--- config.mk ---
export PLATFORM = sky130hd
export DESIGN_NAME = exe_scheduler
export DESIGN_NICKNAME = d
export VERILOG_FILES = /design/src/rtl/exe_scheduler.sv
export SDC_FILE = /design/constraint.sdc
export NUM_CORES = 1
export LEC_CHECK = 0
export ABC_AREA = 1
export CAP_MARGIN = 20
export CORE_MARGIN = 5
export CORE_UTILIZATION = 44
export DETAILED_ROUTE_END_ITERATION = 10
export PLACE_DENSITY = 0.88
export SLEW_MARGIN = 40
export SYNTH_ARGS = -nofsm -noshare
export SYNTH_HDL_FRONTEND = slang
export SYNTH_SLANG_ARGS = --single-unit
--- constraint.sdc ---
create_clock -name i_clk -period 3.2 [get_ports i_clk]
set_input_delay 0.48 -clock i_clk [delete_from_list [all_inputs] [get_ports i_clk]]
set_output_delay 0.48 -clock i_clk [all_outputs]
set_load 0.05 [all_outputs]
--- src/rtl/exe_scheduler.sv ---
// Two-port round-robin front end for a registered execution unit: arbitrates
// commands, sequences DRIVE/CAPTURE, and returns tagged, backpressured responses.
`ifndef OVF_BIT
`define OVF_BIT 0
`endif
`ifndef ERROR_BIT
`define ERROR_BIT 1
`endif
`ifndef EVEN_BIT
`define EVEN_BIT 2
`endif
`ifndef SINGLE_BIT
`define SINGLE_BIT 3
`endif

module exe_scheduler #(
    parameter int BITS  = 8,
    parameter int CNT_W = 8
) (
    input  logic             i_clk,
    input  logic             i_rst,
    input  logic [1:0]       i_req_valid,
    input  logic [BITS-1:0]  i_req_a0,
    input  logic [BITS-1:0]  i_req_a1,
    input  logic [BITS-1:0]  i_req_b0,
    input  logic [BITS-1:0]  i_req_b1,
    input  logic [1:0]       i_req_op0,
    input  logic [1:0]       i_req_op1,
    output logic [1:0]       o_req_ready,
    output logic [BITS-1:0]  o_exe_a,
    output logic [BITS-1:0]  o_exe_b,
    output logic [1:0]       o_exe_op,
    input  logic [BITS-1:0]  i_exe_out,
    input  logic [3:0]       i_exe_status,
    output logic             o_rsp_valid,
    input  logic             i_rsp_ready,
    output logic             o_rsp_id,
    output logic [BITS-1:0]  o_rsp_data,
    output logic [3:0]       o_rsp_status,
    output logic             o_busy,
    output logic [CNT_W-1:0] o_err_cnt
);

    typedef enum logic [1:0] {
        S_IDLE,
        S_DRIVE,
        S_CAPTURE,
        S_RESP
    } state_t;

    state_t           r_state;
    state_t           w_next;

    logic [1:0]       w_grant;
    logic             w_accept;
    logic             w_win;
    logic [BITS-1:0]  w_sel_a;
    logic [BITS-1:0]  w_sel_b;
    logic [1:0]       w_sel_op;
    logic             w_rsp_done;
    logic             w_err_inc;

    logic             r_rr_ptr;
    logic [BITS-1:0]  r_exe_a;
    logic [BITS-1:0]  r_exe_b;
    logic [1:0]       r_exe_op;
    logic             r_id;
    logic [BITS-1:0]  r_rsp_data;
    logic [3:0]       r_rsp_status;
    logic             r_rsp_valid;
    logic             r_busy;
    logic [CNT_W-1:0] r_err_cnt;

    // Grant is gated by reset so no command is seen as accepted during a reset cycle.
    always_comb begin
        w_grant = '0;
        if (!i_rst && r_state == S_IDLE) begin
            case (i_req_valid)
                2'b01:   w_grant = 2'b01;
                2'b10:   w_grant = 2'b10;
                2'b11:   w_grant = r_rr_ptr ? 2'b10 : 2'b01;
                default: w_grant = '0;
            endcase
        end
    end

    assign w_accept = |w_grant;
    assign w_win    = w_grant[1];

    always_comb begin
        w_sel_a  = i_req_a0;
        w_sel_b  = i_req_b0;
        w_sel_op = i_req_op0;
        if (w_win) begin
            w_sel_a  = i_req_a1;
            w_sel_b  = i_req_b1;
            w_sel_op = i_req_op1;
        end
    end

    assign w_rsp_done = (r_state == S_RESP) && i_rsp_ready;
    assign w_err_inc  = w_rsp_done && r_rsp_status[`ERROR_BIT] && !(&r_err_cnt);

    always_comb begin
        w_next = r_state;
        case (r_state)
            S_IDLE:    if (w_accept) w_next = S_DRIVE;
            S_DRIVE:   w_next = S_CAPTURE;
            S_CAPTURE: w_next = S_RESP;
            S_RESP:    if (i_rsp_ready) w_next = S_IDLE;
            default:   w_next = S_IDLE;
        endcase
    end

    always_ff @(posedge i_clk) begin
        if (i_rst) begin
            r_state <= S_IDLE;
        end else begin
            r_state <= w_next;
        end
    end

    always_ff @(posedge i_clk) begin
        if (i_rst) begin
            r_rr_ptr     <= 1'b0;
            r_exe_a      <= '0;
            r_exe_b      <= '0;
            r_exe_op     <= '0;
            r_id         <= 1'b0;
            r_rsp_data   <= '0;
            r_rsp_status <= '0;
            r_rsp_valid  <= 1'b0;
            r_busy       <= 1'b0;
            r_err_cnt    <= '0;
        end else begin
            if (w_accept) begin
                r_exe_a  <= w_sel_a;
                r_exe_b  <= w_sel_b;
                r_exe_op <= w_sel_op;
                r_id     <= w_win;
                r_rr_ptr <= ~w_win;
            end
            if (r_state == S_CAPTURE) begin
                r_rsp_data   <= i_exe_out;
                r_rsp_status <= i_exe_status;
            end
            // Valid and busy are registered from the next state so they align with RESP / non-IDLE.
            r_rsp_valid <= (w_next == S_RESP);
            r_busy      <= (w_next != S_IDLE);
            if (w_err_inc) begin
                r_err_cnt <= r_err_cnt + 1'b1;
            end
        end
    end

    assign o_req_ready  = w_grant;
    assign o_exe_a      = r_exe_a;
    assign o_exe_b      = r_exe_b;
    assign o_exe_op     = r_exe_op;
    assign o_rsp_valid  = r_rsp_valid;
    assign o_rsp_id     = r_id;
    assign o_rsp_data   = r_rsp_data;
    assign o_rsp_status = r_rsp_status;
    assign o_busy       = r_busy;
    assign o_err_cnt    = r_err_cnt;

endmodule
# Word-level counts from Yosys, hierarchy flattened
# Cells that the tools add are included.
# W data, S select, Z words.
# word_totals
regBits	44
input_bits	53
output_inout_bits	43
elab_cells	39
# classes
addsub	1
eq_ne	7
muxes	9
bitwise	1
reduce_logical	10
# op_table
cell	count
$mux W8	2
$eq A2 B2 Y1 const B	5
$mux W2	5
$add A8 B1 Y8 const B	1
$pmux W2 S4	1
$reduce_and A8 Y1	1
$pmux W2 S3	1
$eq A2 B1 Y1 const B	2
$logic_and A1 B1 Y1	4
$logic_not A1 Y1	2
$logic_not A2 Y1	1
$reduce_bool A2 Y1	1
$reduce_or A2 Y1	1
$not A1 Y1	1

# Longest topological paths before layout
# Gate-level depths: netlist of run 1.
# logic_depth
word_depth	7
depth_mapped	9
ltp_nobuf	8

# Worst setup path before layout of run 1
# OpenSTA, ideal clock, no wires.
# synth_timing
path_kind	input -> output
start	input port i_rst
end	output port o_req_ready[0]
arrival_time_ns	1.394
required_ns	2.720
slack_ns	1.326
cell_stages	7
n_path_buf	2
cell_sequence	buf_6 clkinv_4 nand2_2 nor2_4 buf_6 nand2_1 inv_1
# synth_via
elab_chain_cells	3
# synth_rtl
item	line_no	source
start: declaration	21	input logic i_rst,
$logic_not A1 Y1	77	if (!i_rst && r_state == S_IDLE) begin
$logic_and A1 B1 Y1	77	
$mux W2	77	
end: declaration	29	output logic [1:0] o_req_ready,
# Every way passes these cells.

# Worst setup path in the final report of run 1
# Ends and elaborated chain as after synthesis.

==> results of run 1 <==
==> cell type report <==
type | instances | area, um^2 | area share
Inverter | 39 | 151 | 0.0479
Timing Repair Buffer | 99 | 1000 | 0.316
Sequential cell | 44 | 881 | 0.278
Clock inverter | 3 | 46.3 | 0.0146
Tap cell | 54 | 67.6 | 0.0214
Clock buffer | 5 | 68.8 | 0.0218
Multi-Input combinational cell | 198 | 947 | 0.299
==> layout by cell type (no fill, tap or decap) <==
cell | netlist | routed
a21oi_1 | 14 | 14
a21oi_2 | 12 | 12
buf_12 | 0 | 2
buf_4 | 0 | 4
bufinv_16 | 0 | 1
clkbuf_8 | 0 | 5
clkdlybuf4s50_1 | 0 | 93
clkinv_4 | 1 | 1
clkinvlp_4 | 0 | 1
dfxtp_1 | 44 | 44
ha_1 | 1 | 1
inv_1 | 37 | 37
inv_2 | 1 | 1
inv_6 | 0 | 1
nand2_1 | 63 | 63
nand2_2 | 3 | 3
nand2_4 | 1 | 1
nand3_1 | 45 | 45
nand4_1 | 1 | 1
nor2_1 | 39 | 39
nor2_4 | 2 | 2
nor3_1 | 1 | 1
o21ai_0 | 12 | 12
o21ai_1 | 2 | 2
xor2_1 | 2 | 2
==> worst paths after layout <==
kind / end
setup reg to reg: o_rsp_data[0]
hold reg to reg: o_exe_b[0]
setup / recovery: o_req_ready[0]
hold / removal: o_exe_b[0]
==> metal layers <==
layer	routed length, um	up-vias	global-route usage
li1	-	1111	-
met1	2210	979	0.184
met2	2600	74	0.329
met3	491	4	0.0737
met4	33	0	0.0430
met5	0	-	0
==> cells by family (layout without fill, tap and decap cells) <==
kind of cell	Yosys count	count (layout)	synth area share
AOI/OAI and AO/OA	40	40	0.117
xor gates and xnor gates	2	2	0.00839
DFF	44	44	0.422
adders and majority gates	1	1	0.00599
buffers and inverters	53	146	0.125
and+or+nand+nor	155	155	0.322
==> power breakdown <==
group	switching (mW)	internal (mW)	leakage, nW
Combinational	0.483	0.263	0.884
Sequential	0.0471	0.630	0.359
Clock	0.204	0.235	0.0548
==> sequential cells by signal (all words and copies together) (netlist names) <==
| name | cells |
|---|---|
| o_exe_b | 8 |
| o_rsp_id | 1 |
| o_err_cnt | 8 |
| o_rsp_data | 8 |
| o_exe_a | 8 |
| o_rsp_status | 4 |
| o_exe_op | 2 |
| o_busy | 1 |
| o_rsp_valid | 1 |
| r_state | 2 |
| r_rr_ptr | 1 |
==> worst min-delay path, cell delays in order (launching register included) <==
cell     delay [ps]
dfxtp_1         310
nand2_1          60
a21oi_1          50
==> stage by stage <==
step | total power [mW] | cell area (um^2)
floorplan | 1.20 | 2090
global placement | 1.43 | 3050
detailed placement | 1.44 | 3050
CTS | 1.88 | 3160
global route | 1.96 | 3160
finish | 1.86 | 3160
==> results.md, run 1 <==
* Post-CTS Resized at 0
* ANT cells at 0
* Overall routing resource usage at 0.177
* Slowest-stage cell, CP: clkdlybuf4s50_1
* Total Nets Final at 441
* Synth async-reset ratio at 0
* Fin Setup TNS at 0 ps
* Peak VDD IR at 0.000257 V
* Via count at between 2000 and 2500
* Routed length per instance at between 10 and 15 um
* Critical Path Stages at 8
* Predominant post-synthesis flop cell: dfxtp_1
* Crit path kind: input port to output pin
* Initial antenna violation count at 0
* Root Buffer: clkbuf_8
* Buffers added on ports at 95
* Die Wd at between 70 and 80 um
* Placeable Area at ~4700 um^2
* Min cycle time layout at roughly 2500 ps
* Type of the most critical hold path: register to register
* Crit path DAT at just under 2000 ps
* Vias per cell at just under 5
* Fin Hold WS at about 470 ps
* Final core utilization at 0.679
* DIE AREA at 6220 um^2
* F_max at around 400 MHz
* #FFs+latches synth at 44
* Cell count after synthesis at a little under 300
* Clock skew at about 8.8 ps
* Seq/Total Area, Yosys at 0.422
* Avg Cell Area, Syn at 7.08 um^2
* 1st-iter DRT viols at between 100 and 150
* Fin. Hold Viols at 0
* Setup crit start: i_rst
* Worst Setup End Kind: output pin
* Status: completed
* Clock transition at the registers of the reported paths at approximately 80 ps
* Clock Sinks at 44
* Row count at 25
* Global-route wire length before repair at roughly 9000 um
* Setup slack, reg-to-reg at around 1500 ps
* Post-synth top area share at 0.422
* WL final at between 5000 and 6000 um
* Hold Path Depth at 2
* Clock latency on the worst-skew pair at approximately 300 ps
* Top delay family on crit path: buffers and inverters
* Normalized max-slew margin at 0.577
* Synth top area cells: dfxtp_1, nand2_1, nand3_1, nor2_1, inv_1
* Worst slack, placed at about 710 ps
* Hold path startpoint: o_exe_b[0]
* Final ANT Viol Nets at 0
* Synth warnings at 0
* CTS Hold Bufs at 0
* Vias in the first global route at around 2100
* Final worst setup slack at ~730 ps
* Largest net degree at the start of global routing at 32
* CP peak stage delay at approximately 460 ps
* Cell with the most instances after synthesis: nand2_1
* Buffer and inverter count on the worst path at 5
* Crit Path Max Fanout at 31
* Placed insts at between 400 and 500
* Post-synth top cells: nand2_1, nand3_1, dfxtp_1
* Initial core utilization at 0.448
* Syn nets at around 350
* Fill cells at 410
* Worst r2r src: r_state[1]
* Max_cap viols at 0
* Leak pwr at around 1.3 nW
* Final period util at 0.773
* Largest area contributor in the netlist: dfxtp_1
* Clock Tree Buf Depth at 2
* Area grow syn2layout at 51.5%
* Detailed Routing Iterations Pass 1 at 4
* Pwr Density at just under 600 nW/um^2
* Unique masters post-synth at 21
* CTS tree: yes
* Synthesized area at ~2100 um^2
* CP Launch Type: input port
* R2R depth at 5
* Max-slew violations at 0
* Cell Chain, Critical Path: clkdlybuf4s50_1 > clkinv_4 > nand2_2 > nor2_4 > buf_4 > nand2_1 > inv_1 > buf_12
* RSZ-0062 raised after global routing: no
* DP HPWL at ~4100 um
* Final Non-Filler Cells at 442
* Worst endpoint required time at approximately 2700 ps
* Die Height at about 80 um
* I/O Pins at 96
* Post-CTS Setup Bufs at 0
* Final setup fails at 0
* Post-synth EDFFs at 0
* Share of cells above drive strength 1 at 0.0876
* # DRC at 0
* Gpl congestion at 0.863
* Htree depth at 2
* GRT overflow at 0
* Least-Margin Pin Slew at roughly 630 ps
* CTS Buf Count at 5
Power figures use the tool's default switching activity.
==> run 2: changes to the inputs <==
--- a/config.mk
+++ b/config.mk
@@ -8,9 +8,9 @@
 export ABC_AREA = 1
 export CAP_MARGIN = 20
 export CORE_MARGIN = 5
-export CORE_UTILIZATION = 44
+export CORE_UTILIZATION = 37
 export DETAILED_ROUTE_END_ITERATION = 10
-export PLACE_DENSITY = 0.88
+export PLACE_DENSITY = 0.79
 export SLEW_MARGIN = 40
 export SYNTH_ARGS = -nofsm -noshare
 export SYNTH_HDL_FRONTEND = slang
==> constraint.sdc (replaced) <==
create_clock -name i_clk -period 2.12 [get_ports i_clk]
set_input_delay 0.318 -clock i_clk [delete_from_list [all_inputs] [get_ports i_clk]]
set_output_delay 0.318 -clock i_clk [all_outputs]
set_load 0.05 [all_outputs]
==> run 2 against run 1 <==
Cell count rose by 4.3%. Sequential power rose by 51%. Critical path depth fell by 1. Power rose by 44%. Non-clock buffer count increased by 1. Combinational power is 51% higher. Worst setup slack got worse by 480 ps.
==> results.md, run 2 (same netlist as run 1, synthesis figures left out) <==
* Gpl congestion at just under 0.8
* Share of cells above drive strength 1 at 0.0848
* Post-DP Area at slightly above 3000 um^2
* Worst endpoint required time at approximately 1800 ps
* ANT cells at 0
* CP Launch Type: input port
* Hold Path Depth at 2
* DP HPWL at 4120 um
* Most common cell after layout, fill and taps aside: clkdlybuf4s50_1
* Detailed Routing Iterations Pass 1 at 4
* Pwr Density at ~850 nW/um^2
* Hold endpoint: o_exe_b[2]
* Global-route wire length before repair at between 8000 and 9000 um
* # DRC at 0
* Vias in the first global route at about 2000
* Routed length per instance at 11.5 um
* Htree depth at 2
* Crit path DAT at roughly 1600 ps
* Max_cap viols at 0
* Vias per cell at ~4.6
* Crit Path Max Fanout at 8
* Non-Filler Cell Area, Final at around 3200 um^2
* RSZ-0062 raised after global routing: no
* R2R depth at 5
* Fin Setup TNS at 0 ps
* GRT overflow at 0
* Commonest cells after routing, fill and taps aside: clkdlybuf4s50_1, nand2_1, nand3_1, dfxtp_1, nor2_1
* Peak VDD IR at approximately 0.00043 V
* F_max at about 530 MHz
* Final setup fails at 0
* Fin Hold WS at roughly 470 ps
* CTS Hold Bufs at 0
* DIE AREA at between 7000 and 8000 um^2
* Crit path kind: input port to output pin
* Worst r2r src: r_state[1]
* Min cycle time layout at 1880 ps
* Total Nets Final at about 440
* Fin. Hold Viols at 0
* Row count at 27
* Status: completed
* Overall routing resource usage at 0.150
* Hold path startpoint: o_exe_b[2]
* WL final at approximately 5300 um
* CTS tree: yes
* Clock transition at the registers of the reported paths at around 80 ps
* Type of the most critical hold path: register to register
* Total power at 2.68 mW
* Die Height at 85.1 um
* Normalized max-slew margin at 0.539
* Max-slew violations at 0
* Setup slack, reg-to-reg at roughly 380 ps
* Largest net degree at the start of global routing at 29
* Initial antenna violation count at 0
* Clock skew at ~5.7 ps
* Buffers added on ports at 95
* I/O Pins at between 90 and 100
* Clock Sinks at 44
* Post-CTS Setup Bufs at 0
* Area grow syn2layout at 51.7%
* Final ANT Viol Nets at 0
* Clock latency on the worst-skew pair at 290 ps
* Least-Margin Pin Slew at approximately 690 ps
* Placeable Area at approximately 5500 um^2
* Initial core utilization at 0.379
* R2R Path End: o_rsp_data[7]
* Root Buffer: clkbuf_8
* Worst Setup End Kind: output pin
* Die Wd at 85.1 um
* CTS Buf Count at 5
* Via count at around 2100
* Leak pwr at approximately 1.3 nW
* 1st-iter DRT viols at between 60 and 70
* Post-CTS Resized at 0
* Clock Tree Buf Depth at 2
* Final period util at 0.886
run 2: cell types whose count changed in the layout (fill, tap and decap cells not counted), sizes merged:
cell / change
clkinvlp: -1
inv: -1
clkbuf: +3
bufinv: -1
buf: +1
run 2: final cells by class:
class                   count  area [um^2]
fillers                   527         2340
repair buffers            100         1010
multi-input cells         198          947
flip-flops and latches     44          881
inverters                  39          151
clock buffers               8         90.1
well taps                  72         90.1
run 2: power breakdown:
group          switching [mW]  internal, mW
registers              0.0710         0.951
clock network           0.264         0.266
logic                   0.730         0.399
run 2: worst max-delay path by stage:
| stage | from | endpoint | cells past startpoint |
|---|---|---|---|
| 2_1_floorplan | o_err_cnt[1] | o_err_cnt[7] | 8 |
| 3_3_place_gp | i_rst | o_req_ready[1] | 7 |
| 3_5_place_dp | i_rst | o_exe_b[3] | 8 |
| 4_1_cts | i_rst | o_req_ready[1] | 7 |
| 5_1_grt | i_rst | o_req_ready[1] | 7 |
| 6_report | i_rst | o_req_ready[1] | 7 |
run 2: layer usage:
layer / GRT usage / part of all wire / vias to the layer above
met5: 0 / 0 / -
li1: - / - / 1109
met3: 0.0699 / 0.11 / 2
met1: 0.162 / 0.41 / 917
met2: 0.262 / 0.47 / 71
met4: 0.0388 / 0.0047 / 0
run 2: worst max-delay path, stage by stage:
cell	delay, ps
clkdlybuf4s50_1	460
clkinv_4	70
nand2_2	60
nor2_4	180
nand2_1	190
inv_1	140
buf_12	140
run 2: stage by stage:
step           utilization  instances  setup WS [ps]
2_1_floorplan            -        295            432
3_3_place_gp         0.559        453            254
3_5_place_dp         0.559        453            225
4_1_cts              0.575        461            227
5_1_grt              0.575        461            125
6_report             0.575        461            242
==> run 3: changes to the inputs <==
--- a/config.mk
+++ b/config.mk
@@ -10,6 +10,7 @@
 export CORE_MARGIN = 5
 export CORE_UTILIZATION = 37
 export DETAILED_ROUTE_END_ITERATION = 10
+export GPL_ROUTABILITY_DRIVEN = 0
 export PLACE_DENSITY = 0.79
 export SLEW_MARGIN = 40
 export SYNTH_ARGS = -nofsm -noshare
==> results of run 3 <==
The final DEF is identical to that of run 2; final timing and power are the same.
